### config.mk
export PLATFORM = sky130hd
export DESIGN_NAME = frog_game_ctrl
export DESIGN_NICKNAME = d
export VERILOG_FILES = /design/src/rtl/frog_game_ctrl.sv
export SDC_FILE = /design/constraint.sdc
export NUM_CORES = 1
export LEC_CHECK = 0
export CAP_MARGIN = 20
export CELL_PAD_IN_SITES_DETAIL_PLACEMENT = 1
export CELL_PAD_IN_SITES_GLOBAL_PLACEMENT = 2
export CORE_MARGIN = 5
export CORE_UTILIZATION = 33
export DETAILED_ROUTE_END_ITERATION = 8
export GPL_TIMING_DRIVEN = 0
export MAX_ROUTING_LAYER = met4
export PLACE_DENSITY = 0.84
export SETUP_SLACK_MARGIN = 0.2
export SYNTH_ARGS = -nofsm -noshare
export SYNTH_HDL_FRONTEND = slang
export SYNTH_SLANG_ARGS = --single-unit
### constraint.sdc
create_clock -name clk -period 1.9 [get_ports clk]
set_clock_uncertainty 0.05 [all_clocks]
set_input_delay 0.285 -clock clk [delete_from_list [all_inputs] [get_ports clk]]
set_output_delay 0.285 -clock clk [all_outputs]
set_load 0.01 [all_outputs]
### src/rtl/frog_game_ctrl.sv
// frog_game_ctrl
//   Game sequencing controller for the frog crossing game. Turns button edges
//   into rate-limited move commands and steps through the play, dying, win
//   and game-over phases. Phase and cooldown timers count frame ticks.
//
//   State table
//     state | meaning
//     IDLE  | waiting for any press to start a game
//     PLAY  | frog moving; die/win monitored, moves rate-limited by cooldown
//     DYING | death animation, DEATH_TICKS ticks, then respawn or game over
//     WINP  | crossing celebration, WIN_TICKS ticks, then respawn
//     OVER  | no lives left; any press returns to IDLE with a fresh game
//
// Ports
//   clk                              : system clock, rising edge
//   rst                              : asynchronous active-high reset
//   btnUp/btnDown/btnLeft/btnRight   : button levels, synchronous to clk
//   tick                             : one-cycle frame strobe
//   die, win                         : collision / frog-at-goal levels
//   mv_up/mv_down/mv_left/mv_right   : registered one-cycle move commands
//   respawn                          : registered one-cycle return-to-start
//   lives [1:0]                      : lives remaining
//   level [3:0]                      : completed crossings, saturating at 15
//   state [2:0]                      : IDLE=0 PLAY=1 DYING=2 WINP=3 OVER=4
//   game_over                        : high while in OVER
module frog_game_ctrl #(
  parameter int COOLDOWN    = 4,
  parameter int DEATH_TICKS = 30,
  parameter int WIN_TICKS   = 30,
  parameter int START_LIVES = 3
) (
  input  logic       clk,
  input  logic       rst,
  input  logic       btnUp,
  input  logic       btnDown,
  input  logic       btnLeft,
  input  logic       btnRight,
  input  logic       tick,
  input  logic       die,
  input  logic       win,
  output logic       mv_up,
  output logic       mv_down,
  output logic       mv_left,
  output logic       mv_right,
  output logic       respawn,
  output logic [1:0] lives,
  output logic [3:0] level,
  output logic [2:0] state,
  output logic       game_over
);

  typedef enum logic [2:0] {
    S_IDLE  = 3'd0,
    S_PLAY  = 3'd1,
    S_DYING = 3'd2,
    S_WINP  = 3'd3,
    S_OVER  = 3'd4
  } state_t;

  localparam int CW   = (COOLDOWN < 1) ? 1 : $clog2(COOLDOWN + 1);
  localparam int TMAX = (DEATH_TICKS > WIN_TICKS) ? DEATH_TICKS : WIN_TICKS;
  localparam int TW   = (TMAX < 2) ? 1 : $clog2(TMAX);

  localparam logic [CW-1:0] COOL_LOAD  = CW'(COOLDOWN);
  localparam logic [TW-1:0] DEATH_LAST = TW'(DEATH_TICKS - 1);
  localparam logic [TW-1:0] WIN_LAST   = TW'(WIN_TICKS - 1);
  localparam logic [1:0]    LIVES_INIT = 2'(START_LIVES);

  // Button vectors are ordered {up, down, left, right}
  state_t          r_state;
  logic [3:0]      r_btn_q;
  logic [CW-1:0]   r_cool;
  logic [TW-1:0]   r_tcnt;
  logic [1:0]      r_lives;
  logic [3:0]      r_level;
  logic [3:0]      r_mv;
  logic            r_respawn;
  logic            r_game_over;

  state_t          w_state_nxt;
  logic [CW-1:0]   w_cool_nxt;
  logic [TW-1:0]   w_tcnt_nxt;
  logic [1:0]      w_lives_nxt;
  logic [3:0]      w_level_nxt;
  logic [3:0]      w_mv_nxt;
  logic            w_respawn_nxt;
  logic [3:0]      w_btn;
  logic [3:0]      w_press;
  logic            w_any_press;

  assign w_btn       = {btnUp, btnDown, btnLeft, btnRight};
  assign w_press     = w_btn & ~r_btn_q;
  assign w_any_press = |w_press;

  always_ff @(posedge clk or posedge rst) begin
    if (rst) begin
      r_state     <= S_IDLE;
      r_btn_q     <= '0;
      r_cool      <= '0;
      r_tcnt      <= '0;
      r_lives     <= LIVES_INIT;
      r_level     <= '0;
      r_mv        <= '0;
      r_respawn   <= 1'b0;
      r_game_over <= 1'b0;
    end else begin
      r_state     <= w_state_nxt;
      r_btn_q     <= w_btn;
      r_cool      <= w_cool_nxt;
      r_tcnt      <= w_tcnt_nxt;
      r_lives     <= w_lives_nxt;
      r_level     <= w_level_nxt;
      r_mv        <= w_mv_nxt;
      r_respawn   <= w_respawn_nxt;
      r_game_over <= (w_state_nxt == S_OVER);
    end
  end

  always_comb begin
    w_state_nxt   = r_state;
    w_cool_nxt    = r_cool;
    w_lives_nxt   = r_lives;
    w_level_nxt   = r_level;
    w_mv_nxt      = 4'b0000;
    w_respawn_nxt = 1'b0;

    case (r_state)
      S_IDLE: begin
        if (w_any_press) begin
          w_state_nxt   = S_PLAY;
          w_respawn_nxt = 1'b1;
          w_cool_nxt    = '0;
        end
      end

      S_PLAY: begin
        if (tick && (r_cool != '0)) w_cool_nxt = r_cool - CW'(1);
        if (die) begin
          w_state_nxt = S_DYING;
        end else if (win) begin
          w_state_nxt = S_WINP;
          if (r_level != 4'hF) w_level_nxt = r_level + 4'd1;
        end else if ((r_cool == '0) && w_any_press) begin
          // Simultaneous presses resolve to one move: Down > Up > Right > Left
          w_cool_nxt = COOL_LOAD;
          if (w_press[2])      w_mv_nxt = 4'b0100;
          else if (w_press[3]) w_mv_nxt = 4'b1000;
          else if (w_press[0]) w_mv_nxt = 4'b0001;
          else                 w_mv_nxt = 4'b0010;
        end
      end

      S_DYING: begin
        if (tick && (r_tcnt == DEATH_LAST)) begin
          if (r_lives == 2'd1) begin
            w_lives_nxt = 2'd0;
            w_state_nxt = S_OVER;
          end else begin
            w_lives_nxt   = r_lives - 2'd1;
            w_respawn_nxt = 1'b1;
            w_state_nxt   = S_PLAY;
            w_cool_nxt    = '0;
          end
        end
      end

      S_WINP: begin
        if (tick && (r_tcnt == WIN_LAST)) begin
          w_respawn_nxt = 1'b1;
          w_state_nxt   = S_PLAY;
          w_cool_nxt    = '0;
        end
      end

      S_OVER: begin
        if (w_any_press) begin
          w_state_nxt = S_IDLE;
          w_lives_nxt = LIVES_INIT;
          w_level_nxt = 4'd0;
        end
      end

      default: w_state_nxt = S_IDLE;
    endcase

    // Phase timer restarts on any state change, so a tick in the
    // transition cycle never counts toward the new phase
    w_tcnt_nxt = r_tcnt;
    if (w_state_nxt != r_state) begin
      w_tcnt_nxt = '0;
    end else if (tick && ((r_state == S_DYING) || (r_state == S_WINP))) begin
      w_tcnt_nxt = r_tcnt + TW'(1);
    end
  end

  assign mv_up     = r_mv[3];
  assign mv_down   = r_mv[2];
  assign mv_left   = r_mv[1];
  assign mv_right  = r_mv[0];
  assign respawn   = r_respawn;
  assign lives     = r_lives;
  assign level     = r_level;
  assign state     = r_state;
  assign game_over = r_game_over;

endmodule

==> impl_metrics.tcl, run 1 <==
set metrics [dict create \
    status "finished, final reports clean" \
    ant_nets 0 \
    max_freq_mhz 607 \
    synthCells 135 \
    cts_root_buffer "clkbuf_8" \
    dieWidth_microns 75.7 \
    post_drt_wl_per_cell_microns 17.0 \
    worst_path_largest_cell_delay_ns 0.48 \
    leakagePower_nw 0.826 \
    crit_type "flip-flop to flip-flop" \
    crit_buf_inv 0 \
    syn_to_final_growth_pct 33.9 \
    placed_area_sq_um 1720 \
    worst_pin_slew_ns 0.302 \
    crit_path_start_kind "flip-flop" \
    post_cts_hold_buffer_count 0 \
    cp_data_arrival_time_ns 1.77 \
    grtUsageTotal_pct 14.1 \
    fin_nets 183 \
    fin_crit_ns 1.65 \
    grt_max_degree 28 \
    cp-end-kind "flip-flop" \
    fin_cells 217 \
    setup_tns_ns 0 \
    ir_drop_v 0.000508 \
    holdCritPathClass "input pin to flip-flop" \
    synth_seq_cells 27 \
    drc 0 \
    clk_latency_ns 0.28 \
    async_flop_share_pct 100 \
    cp_slowest_cell "dfrtp_2" \
    top_usage_layer "met2" \
    fin_hold_ws_ns 0.181 \
    cts_tree "yes" \
    finalSetupViolations 0 \
    grt_pass1_vias 1258 \
    power_per_cell_area_nw_per_um2 961 \
    drive_above_1_share_pct 20.4 \
    drv_slew 0 \
    synth_area_sq_um 1420 \
    layout_worst_path_cycle_share_pct 86.7 \
    synth-edff-count 0 \
    slew_headroom_pct 79.8 \
    clockBufferDepth 2 \
    drt_iter0_drc 20 \
    grtUsageMet3_pct 2.64 \
    port_buffers 23 \
    syn_area_per_cell_sq_um 10.5 \
    routed_via_density 5.28 \
    grtUsageMet1_pct 15.8 \
    critPathTopFamily "simple AND/OR/NAND/NOR gates" \
    dieArea_sq_um 5730 \
    cts_buffers 3 \
    dr.pass1.iters 4 \
    synth_ff_type "dfrtp_1" \
    hold_viol 0 \
    htree_levels 1 \
    rsz0062_at_grt "true" \
    yosys_warnings 0 \
    start_util_pct 34.8 \
    vias 1145 \
    max_cap_viol_count 0 \
    core-area_sq_um 4090 \
    critPathRequiredTime_ns 2.03 \
    num_io_pins 24 \
    dp.cells 208 \
    drt-total-wl_mm 3.69 \
    diodes 0 \
    die_h_microns 75.7 \
    synth_nets 150 \
    dpl.hpwl_mm 2.67 \
    use_met2_pct 24.4 \
    grt-ovfl-total 0 \
    cp_max_fo 7 \
    synth_cell_types 44 \
    globalplace.congestion 0.765 \
    antenna_found_initial 0 \
    rows 23 \
    ys_seq_area_share_pct 47.6 \
    clkSinkCount 27 \
    path_clk_slew_ns 0.10 \
    final_area_sq_um 1910 \
    grt_pass1_wl_mm 5.84 \
    cp_cell_sequence "or3b_4 -> a41oi_4 -> nor2b_1 -> mux2_2" \
]
[per-stage QoR]
| stage | worst slack [ns] | util [%] | total power (W) |
|---|---|---|---|
| 6_report | 0.253 | 46.7 | 0.00183 |
| 2_1_floorplan | 0.325 | - | 0.00121 |
| 3_5_place_dp | -0.146 | 42.0 | 0.00143 |
| 5_1_grt | 0.185 | 46.7 | 0.00197 |
| 4_1_cts | 0.185 | 43.7 | 0.00179 |
| 3_3_place_gp | -0.0852 | 42.0 | 0.00138 |
[sequential cells by signal, indices dropped and copies added, names as in the netlist, 2 cells and up]
name / cells
level: 4
lives: 2
r_btn_q: 4
r_cool: 3
r_mv: 4
r_tcnt: 5
state: 3
[report_power, final]
| group | internal [W] | leakage [nW] | switching [W] |
|---|---|---|---|
| combinational | 0.000329 | 0.460 | 0.000349 |
| clock | 0.000147 | 0.0255 | 0.000190 |
| sequential | 0.000698 | 0.341 | 0.000118 |
[synth_stat cells (2+ instances only)]
| cell type | number | share of area [%] |
|---|---|---|
| dfrtp_1 | 25 | 44 |
| nor2_1 | 11 | 2.9 |
| inv_1 | 8 | 2.1 |
| nand2b_1 | 7 | 3.1 |
| a21oi_1 | 6 | 2.1 |
| ha_1 | 6 | 5.3 |
| nand3_1 | 6 | 2.1 |
| nor3_1 | 5 | 1.8 |
| xor2_1 | 5 | 3.1 |
| nand2_1 | 4 | 1.1 |
| nand4_1 | 4 | 1.8 |
| o21ai_0 | 4 | 1.4 |
| buf_4 | 3 | 1.6 |
| nand4b_1 | 3 | 1.8 |
| nor2b_1 | 3 | 1.3 |
| a31oi_1 | 2 | 0.88 |
| and3_1 | 2 | 0.88 |
| and4_1 | 2 | 1.2 |
| dfstp_2 | 2 | 3.7 |
| mux2_2 | 2 | 1.6 |
| o211ai_1 | 2 | 1.1 |
[worst paths after layout]
path | end | cells past startpoint | slack, ns | start
hold / removal | r_btn_q[2]$_DFF_PP0_ | 1 | 0.18 | btnDown
min in group asynchronous | r_btn_q[3]$_DFF_PP0_ | 2 | 0.19 | rst
setup reg to reg | level[1]$_DFFE_PP0P_ | 4 | 0.25 | state[1]$_DFF_PP0_
max in group asynchronous | lives[0]$_DFFE_PP1P_ | 3 | 1.12 | rst
setup / recovery | level[1]$_DFFE_PP0P_ | 4 | 0.25 | state[1]$_DFF_PP0_
hold reg to reg | r_cool[0]$_DFFE_PP0P_ | 1 | 0.45 | r_cool[0]$_DFFE_PP0P_
[area by class of cell]
cell class / count / area [sq um]
buffer: 5 / 31.3
inverter: 8 / 30.0
timing repair buffer: 28 / 293
clock inverter: 1 / 5.00
multi-input combinational: 95 / 764
fill: 456 / 2180
tap: 50 / 62.6
sequential: 27 / 679
clock buffer: 3 / 41.3
[cells by family after synthesis]
kind of cell,after synthesis,synth area share (%)
AO/OA/AOI/OAI,24,13.4
adder cells (fa/ha/maj),6,5.27
flip-flops,27,47.6
AND/OR/NAND/NOR,56,23.4
multiplexers,3,2.28
buffers and inverters,13,4.31
XOR/XNOR,6,3.69
[timing repair]
action | 4_1_cts | 5_1_grt
setup endpoints to repair | 6 | 10
pin swaps | 2 | 4
buffers inserted | 0 | 4
gates cloned | 0 | 0
resized for setup | 7 | 14
[worst register-to-register path, stage by stage, from the launching register on]
cell     delay [ns]
dfrtp_2        0.48
or3b_4         0.43
a41oi_4        0.24
nor2b_1        0.08
mux2_2         0.26
[routing by layer]
metal / vias up / wire, microns
li1: 547 / -
met1: 574 / 1580
met2: 19 / 1920
met3: 5 / 134
met4: 0 / 57
met5: - / 0
[cells in the final DEF (no fill, tap or decap), types with 2 or more instances in the layout]
master | Yosys | layout
a21oi_1 | 6 | 6
a31oi_1 | 2 | 2
and3_1 | 2 | 2
and4_1 | 2 | 2
buf_4 | 3 | 7
clkbuf_8 | 0 | 3
clkdlybuf4s50_1 | 0 | 18
dfrtp_1 | 25 | 24
dfstp_2 | 2 | 2
dlygate4sd2_1 | 0 | 2
dlymetal6s2s_1 | 0 | 3
ha_1 | 6 | 5
inv_1 | 8 | 8
mux2_2 | 2 | 2
nand2_1 | 4 | 4
nand2b_1 | 7 | 3
nand2b_4 | 0 | 4
nand3_1 | 6 | 3
nand3_2 | 0 | 3
nand4_1 | 4 | 4
nand4b_1 | 3 | 3
nor2_1 | 11 | 10
nor2b_1 | 3 | 3
nor3_1 | 5 | 5
o211ai_1 | 2 | 2
o21ai_0 | 4 | 4
or3b_4 | 1 | 2
xor2_1 | 5 | 5
No activity file was read; power rests on OpenSTA's default activity.
==> run 2, diff against run 1 <==
--- a/config.mk
+++ b/config.mk
@@ -9,11 +9,12 @@
 export CELL_PAD_IN_SITES_DETAIL_PLACEMENT = 1
 export CELL_PAD_IN_SITES_GLOBAL_PLACEMENT = 2
 export CORE_MARGIN = 5
-export CORE_UTILIZATION = 33
+export CORE_UTILIZATION = 39
 export DETAILED_ROUTE_END_ITERATION = 8
+export DONT_BUFFER_PORTS = 1
 export GPL_TIMING_DRIVEN = 0
 export MAX_ROUTING_LAYER = met4
-export PLACE_DENSITY = 0.84
+export PLACE_DENSITY = 0.83
 export SETUP_SLACK_MARGIN = 0.2
 export SYNTH_ARGS = -nofsm -noshare
 export SYNTH_HDL_FRONTEND = slang
==> impl_metrics.tcl, run 2 (synthesis results as in run 1) <==
set metrics [dict create \
    status "finished, final reports clean" \
    crit_type "flip-flop to flip-flop" \
    drc 0 \
    p_int_w 0.00111 \
    dieArea_sq_um 4960 \
    crit_path_start_kind "flip-flop" \
    ant_nets 0 \
    path_clk_slew_ns 0.09 \
    htree_levels 1 \
    holdCritPathClass "input pin to flip-flop" \
    cp_slowest_cell "dfstp_2" \
    die_h_microns 70.4 \
    critPathTopFamily "flip-flops" \
    rows 22 \
    layout_worst_path_cycle_share_pct 88.8 \
    crit_buf_inv 1 \
    grt_pass1_wl_mm 5.95 \
    clk_latency_ns 0.27 \
    seqCellArea_sq_um 681 \
    fin_nets 166 \
    cts_buffers 3 \
    power_frac_clock_pct 18.8 \
    largest_reg_flops 5 \
    layout_commonest_cell "dfrtp_1" \
    dp_slack_ns 0.0426 \
    num_io_pins 24 \
    start_util_pct 39.5 \
    critPathRequiredTime_ns 1.99 \
    grt_max_degree 28 \
    max_cap_viol_count 0 \
    cp_max_fo 4 \
    cts_root_buffer "clkbuf_8" \
    diodes 0 \
    fillers 397 \
    clockBufferDepth 2 \
    setup_tns_ns 0 \
    dr.pass1.iters 4 \
    leakagePower_nw 0.714 \
    seqPwrFrac_pct 48.6 \
    p_sw_w 0.000626 \
    layout_common_cells "dfrtp_1 (23), nor2_1 (10), buf_4 (8)" \
    drive_above_1_share_pct 20.7 \
    grtUsageTotal_pct 15.3 \
    dpl.hpwl_mm 2.50 \
    worst_pin_slew_ns 0.308 \
    multiInputGateArea_sq_um 732 \
    drt-total-wl_mm 3.55 \
    drt_iter0_drc 51 \
    max_freq_mhz 593 \
    rsz0062_at_grt "true" \
    vias 1080 \
    combPwrFrac_pct 32.6 \
    antenna_found_initial 0 \
    routed_via_density 5.45 \
    syn_to_final_growth_pct 19.2 \
    ir_drop_v 0.000516 \
    grt_pass1_vias 1187 \
    fin_crit_ns 1.69 \
    cp_cell_sequence "inv_2 -> ha_4 -> nand2b_1 -> nand3_2 -> a221oi_4 -> a31oi_1" \
    drv_slew 0 \
    globalplace.congestion 0.726 \
    slew_headroom_pct 79.5 \
    cts_tree "yes" \
    p_sw_share_pct 36.0 \
    hold_viol 0 \
    regMostFlops "r_tcnt" \
    finalSetupViolations 0 \
    setup_ws_ns 0.213 \
    power_per_cell_area_nw_per_um2 1020 \
    cp_data_arrival_time_ns 1.78 \
    post_drt_wl_per_cell_microns 17.9 \
    core-area_sq_um 3610 \
    port_buffers 0 \
    worst_path_largest_cell_delay_ns 0.59 \
    dieWidth_microns 70.4 \
    grt-ovfl-total 0 \
    cp-end-kind "flip-flop" \
    clkSinkCount 27 \
]
## run 2: layout make-up
cell class                 instances  area share [%]
tap                               48            3.54
clock buffer                       4            2.65
sequential                        27            40.1
timing repair buffer              11            6.78
buffer                             5            1.99
multi-input combinational         95            43.1
inverter                           8            1.77
## run 2: what timing repair did
action                                  4_1_cts  5_1_grt
pin swaps                                     3        4
buffers inserted                              5        0
resized for setup                             5        7
hold buffers                                  4        1
hold endpoints to repair                      4        4
endpoints found under the setup margin        9       10
## run 2: worst paths after layout
| kind | startpoint | endpoint | slack, ns | cells after the start |
|---|---|---|---|---|
| max | lives[1]$_DFFE_PP1P_ | r_cool[0]$_DFFE_PP0P_ | 0.21 | 6 |
| min | btnRight | r_mv[1]$_DFF_PP0_ | 0.08 | 1 |
| max reg2reg | lives[1]$_DFFE_PP1P_ | r_cool[0]$_DFFE_PP0P_ | 0.21 | 6 |
| min reg2reg | r_cool[0]$_DFFE_PP0P_ | r_cool[0]$_DFFE_PP0P_ | 0.47 | 1 |
| max in group asynchronous | rst | lives[1]$_DFFE_PP1P_ | 0.98 | 3 |
| min in group asynchronous | rst | level[1]$_DFFE_PP0P_ | 0.33 | 2 |
## run 2: power groups by stage
stage	Combinational, W	Clock, W	Sequential, W
2_1_floorplan	0.000406	0	0.000808
3_3_place_gp	0.000466	0	0.000834
3_5_place_dp	0.000502	0	0.000851
4_1_cts	0.000537	0.000337	0.000849
5_1_grt	0.000634	0.000371	0.000866
6_report	0.000567	0.000327	0.000845
## run 2: routing by layer
metal	track usage (%)	share of wire, %
met5	-	0
met4	5.11	1.1
met3	2.88	3.2
met2	25.4	53
met1	18.7	42
## run 2: through the flow
stage                     total power [W]  util (%)  instance area, sq um  std cells  hold slack (ns)
after floorplan                   0.00121         -                  1420        135            0.266
after global routing              0.00187      47.1                  1700        198           0.0630
after global placement            0.00130      41.2                  1480        183            0.267
after detailed placement          0.00135      41.2                  1480        183            0.267
after CTS                         0.00172      45.1                  1630        196           0.0731
final                             0.00174      47.1                  1700        198           0.0761
==> run 3, diff against run 2 <==
--- a/config.mk
+++ b/config.mk
@@ -9,12 +9,13 @@
 export CELL_PAD_IN_SITES_DETAIL_PLACEMENT = 1
 export CELL_PAD_IN_SITES_GLOBAL_PLACEMENT = 2
 export CORE_MARGIN = 5
-export CORE_UTILIZATION = 39
+export CORE_UTILIZATION = 40
+export CTS_BUF_LIST = sky130_fd_sc_hd__clkbuf_8
 export DETAILED_ROUTE_END_ITERATION = 8
 export DONT_BUFFER_PORTS = 1
 export GPL_TIMING_DRIVEN = 0
 export MAX_ROUTING_LAYER = met4
-export PLACE_DENSITY = 0.83
+export PLACE_DENSITY = 0.84
 export SETUP_SLACK_MARGIN = 0.2
 export SYNTH_ARGS = -nofsm -noshare
 export SYNTH_HDL_FRONTEND = slang
==> impl_metrics.tcl, run 3 (synthesis results as in run 1) <==
set metrics [dict create \
    status "finished, final reports clean" \
    globalplace.congestion 0.793 \
    largest_reg_flops 5 \
    power_w 0.00175 \
    max_freq_mhz 590 \
    dpl.hpwl_mm 2.29 \
    slew_headroom_pct 72.1 \
    leakagePower_nw 0.721 \
    grt_max_degree 28 \
    routed_via_density 5.45 \
    setup_tns_ns 0 \
    path_clk_slew_ns 0.10 \
    ir_drop_v 0.000506 \
    dr.pass1.iters 4 \
    core-area_sq_um 3390 \
    cp-end-kind "flip-flop" \
    drt-total-wl_mm 3.40 \
    clockBufferDepth 2 \
    holdCritPathClass "input pin to flip-flop" \
    cp_cell_sequence "inv_2 -> ha_4 -> nand2b_4 -> nand3_4 -> a221oi_4 -> o211ai_1" \
    start_util_pct 42.0 \
    grtUsageTotal_pct 14.4 \
    vias 1074 \
    max_cap_viol_count 0 \
    syn_to_final_growth_pct 20.7 \
    cp_max_fo 4 \
    crit_path_start_kind "flip-flop" \
    rows 21 \
    critPathRequiredTime_ns 2.00 \
    antenna_found_initial 0 \
    fin_nets 167 \
    cts_buffers 3 \
    worst_pin_slew_ns 0.418 \
    dieWidth_microns 69.7 \
    port_buffers 0 \
    cp_data_arrival_time_ns 1.79 \
    crit_type "flip-flop to flip-flop" \
    grt_pass1_wl_mm 5.55 \
    power_per_cell_area_nw_per_um2 1020 \
    critPathTopFamily "flip-flops" \
    regMostFlops "r_tcnt" \
    dieArea_sq_um 4850 \
    num_io_pins 24 \
    rsz0062_at_grt "true" \
    hold_viol 0 \
    cts_root_buffer "clkbuf_8" \
    htree_levels 1 \
    fin_crit_ns 1.69 \
    clkSinkCount 27 \
    grt-ovfl-total 0 \
    cts_tree "yes" \
    die_h_microns 69.7 \
    layout_commonest_cell "dfrtp_1" \
    drive_above_1_share_pct 23.2 \
    diodes 0 \
    grt_pass1_vias 1148 \
    clk_latency_ns 0.28 \
    cp_slowest_cell "dfstp_2" \
    worst_path_largest_cell_delay_ns 0.59 \
    r2r_slack_ns 0.21 \
    layout_worst_path_cycle_share_pct 89.2 \
    post_drt_wl_per_cell_microns 17.2 \
    drt_iter0_drc 18 \
    drc 0 \
    drv_slew 0 \
    ant_nets 0 \
    finalSetupViolations 0 \
    layout_common_cells "dfrtp_1 (22), nor2_1 (10), buf_4 (9)" \
    crit_buf_inv 1 \
]
run 3: area by class of cell:
cell class / count / area (sq um)
clock inverters: 1 / 7.51
flip-flops and latches: 27 / 682
plain buffers: 5 / 31.3
inverters: 8 / 30.0
multi-input cells: 95 / 746
clock buffers: 3 / 41.3
well taps: 46 / 57.6
repair buffers: 12 / 123
fillers: 365 / 1670
run 3: worst paths after layout:
check,start,to,depth (start not counted)
setup / recovery,lives[1]$_DFFE_PP1P_,r_cool[1]$_DFFE_PP0P_,6
max in group asynchronous,rst,lives[0]$_DFFE_PP1P_,3
hold reg to reg,r_cool[0]$_DFFE_PP0P_,r_cool[0]$_DFFE_PP0P_,1
min in group asynchronous,rst,r_mv[3]$_DFF_PP0_,2
hold / removal,btnRight,r_mv[1]$_DFF_PP0_,1
setup reg to reg,lives[1]$_DFFE_PP1P_,r_cool[1]$_DFFE_PP0P_,6
run 3: power breakdown:
| part | internal, W | total [W] | leakage [nW] | switching, W |
|---|---|---|---|---|
| sequential | 0.000701 | 0.000842 | 0.338 | 0.000141 |
| combinational | 0.000277 | 0.000572 | 0.362 | 0.000295 |
| clock | 0.000149 | 0.000335 | 0.0217 | 0.000186 |
| total | 0.00113 | 0.00175 | 0.721 | 0.000622 |
run 3: worst register-to-register path, stage by stage (launching register included):
cell	delay [ns]
dfstp_2	0.59
inv_2	0.06
ha_4	0.17
nand2b_4	0.08
nand3_4	0.09
a221oi_4	0.39
o211ai_1	0.14
run 3: routing by layer:
layer | wire [microns] | vias up | track usage [%] | share of wire [%]
met5 | 0 | - | - | 0
met4 | 26 | 0 | 3.40 | 0.77
met3 | 115 | 4 | 3.33 | 3.4
met2 | 1880 | 13 | 26.3 | 55
met1 | 1380 | 544 | 15.9 | 41
li1 | - | 513 | - | -
run 3: metrics by stage:
stage	util, %	hold slack (ns)	instances	setup slack (ns)	area, sq um
finish	50.7	0.0303	197	0.206	1720
floorplan	-	0.266	135	0.325	1420
global placement	43.7	0.267	181	0.116	1480
detailed placement	43.7	0.267	181	0.0788	1480
CTS	48.1	0.0618	192	0.201	1630
global route	50.7	0.0250	197	0.149	1720
run 3: what timing repair did:
item                                   4_1_cts  5_1_grt
endpoints found under the hold margin        4        8
pin swaps                                    3        5
hold buffers                                 4        1
gates resized for setup                      6        8
setup endpoints to repair                    6        8
setup buffers                                3        3
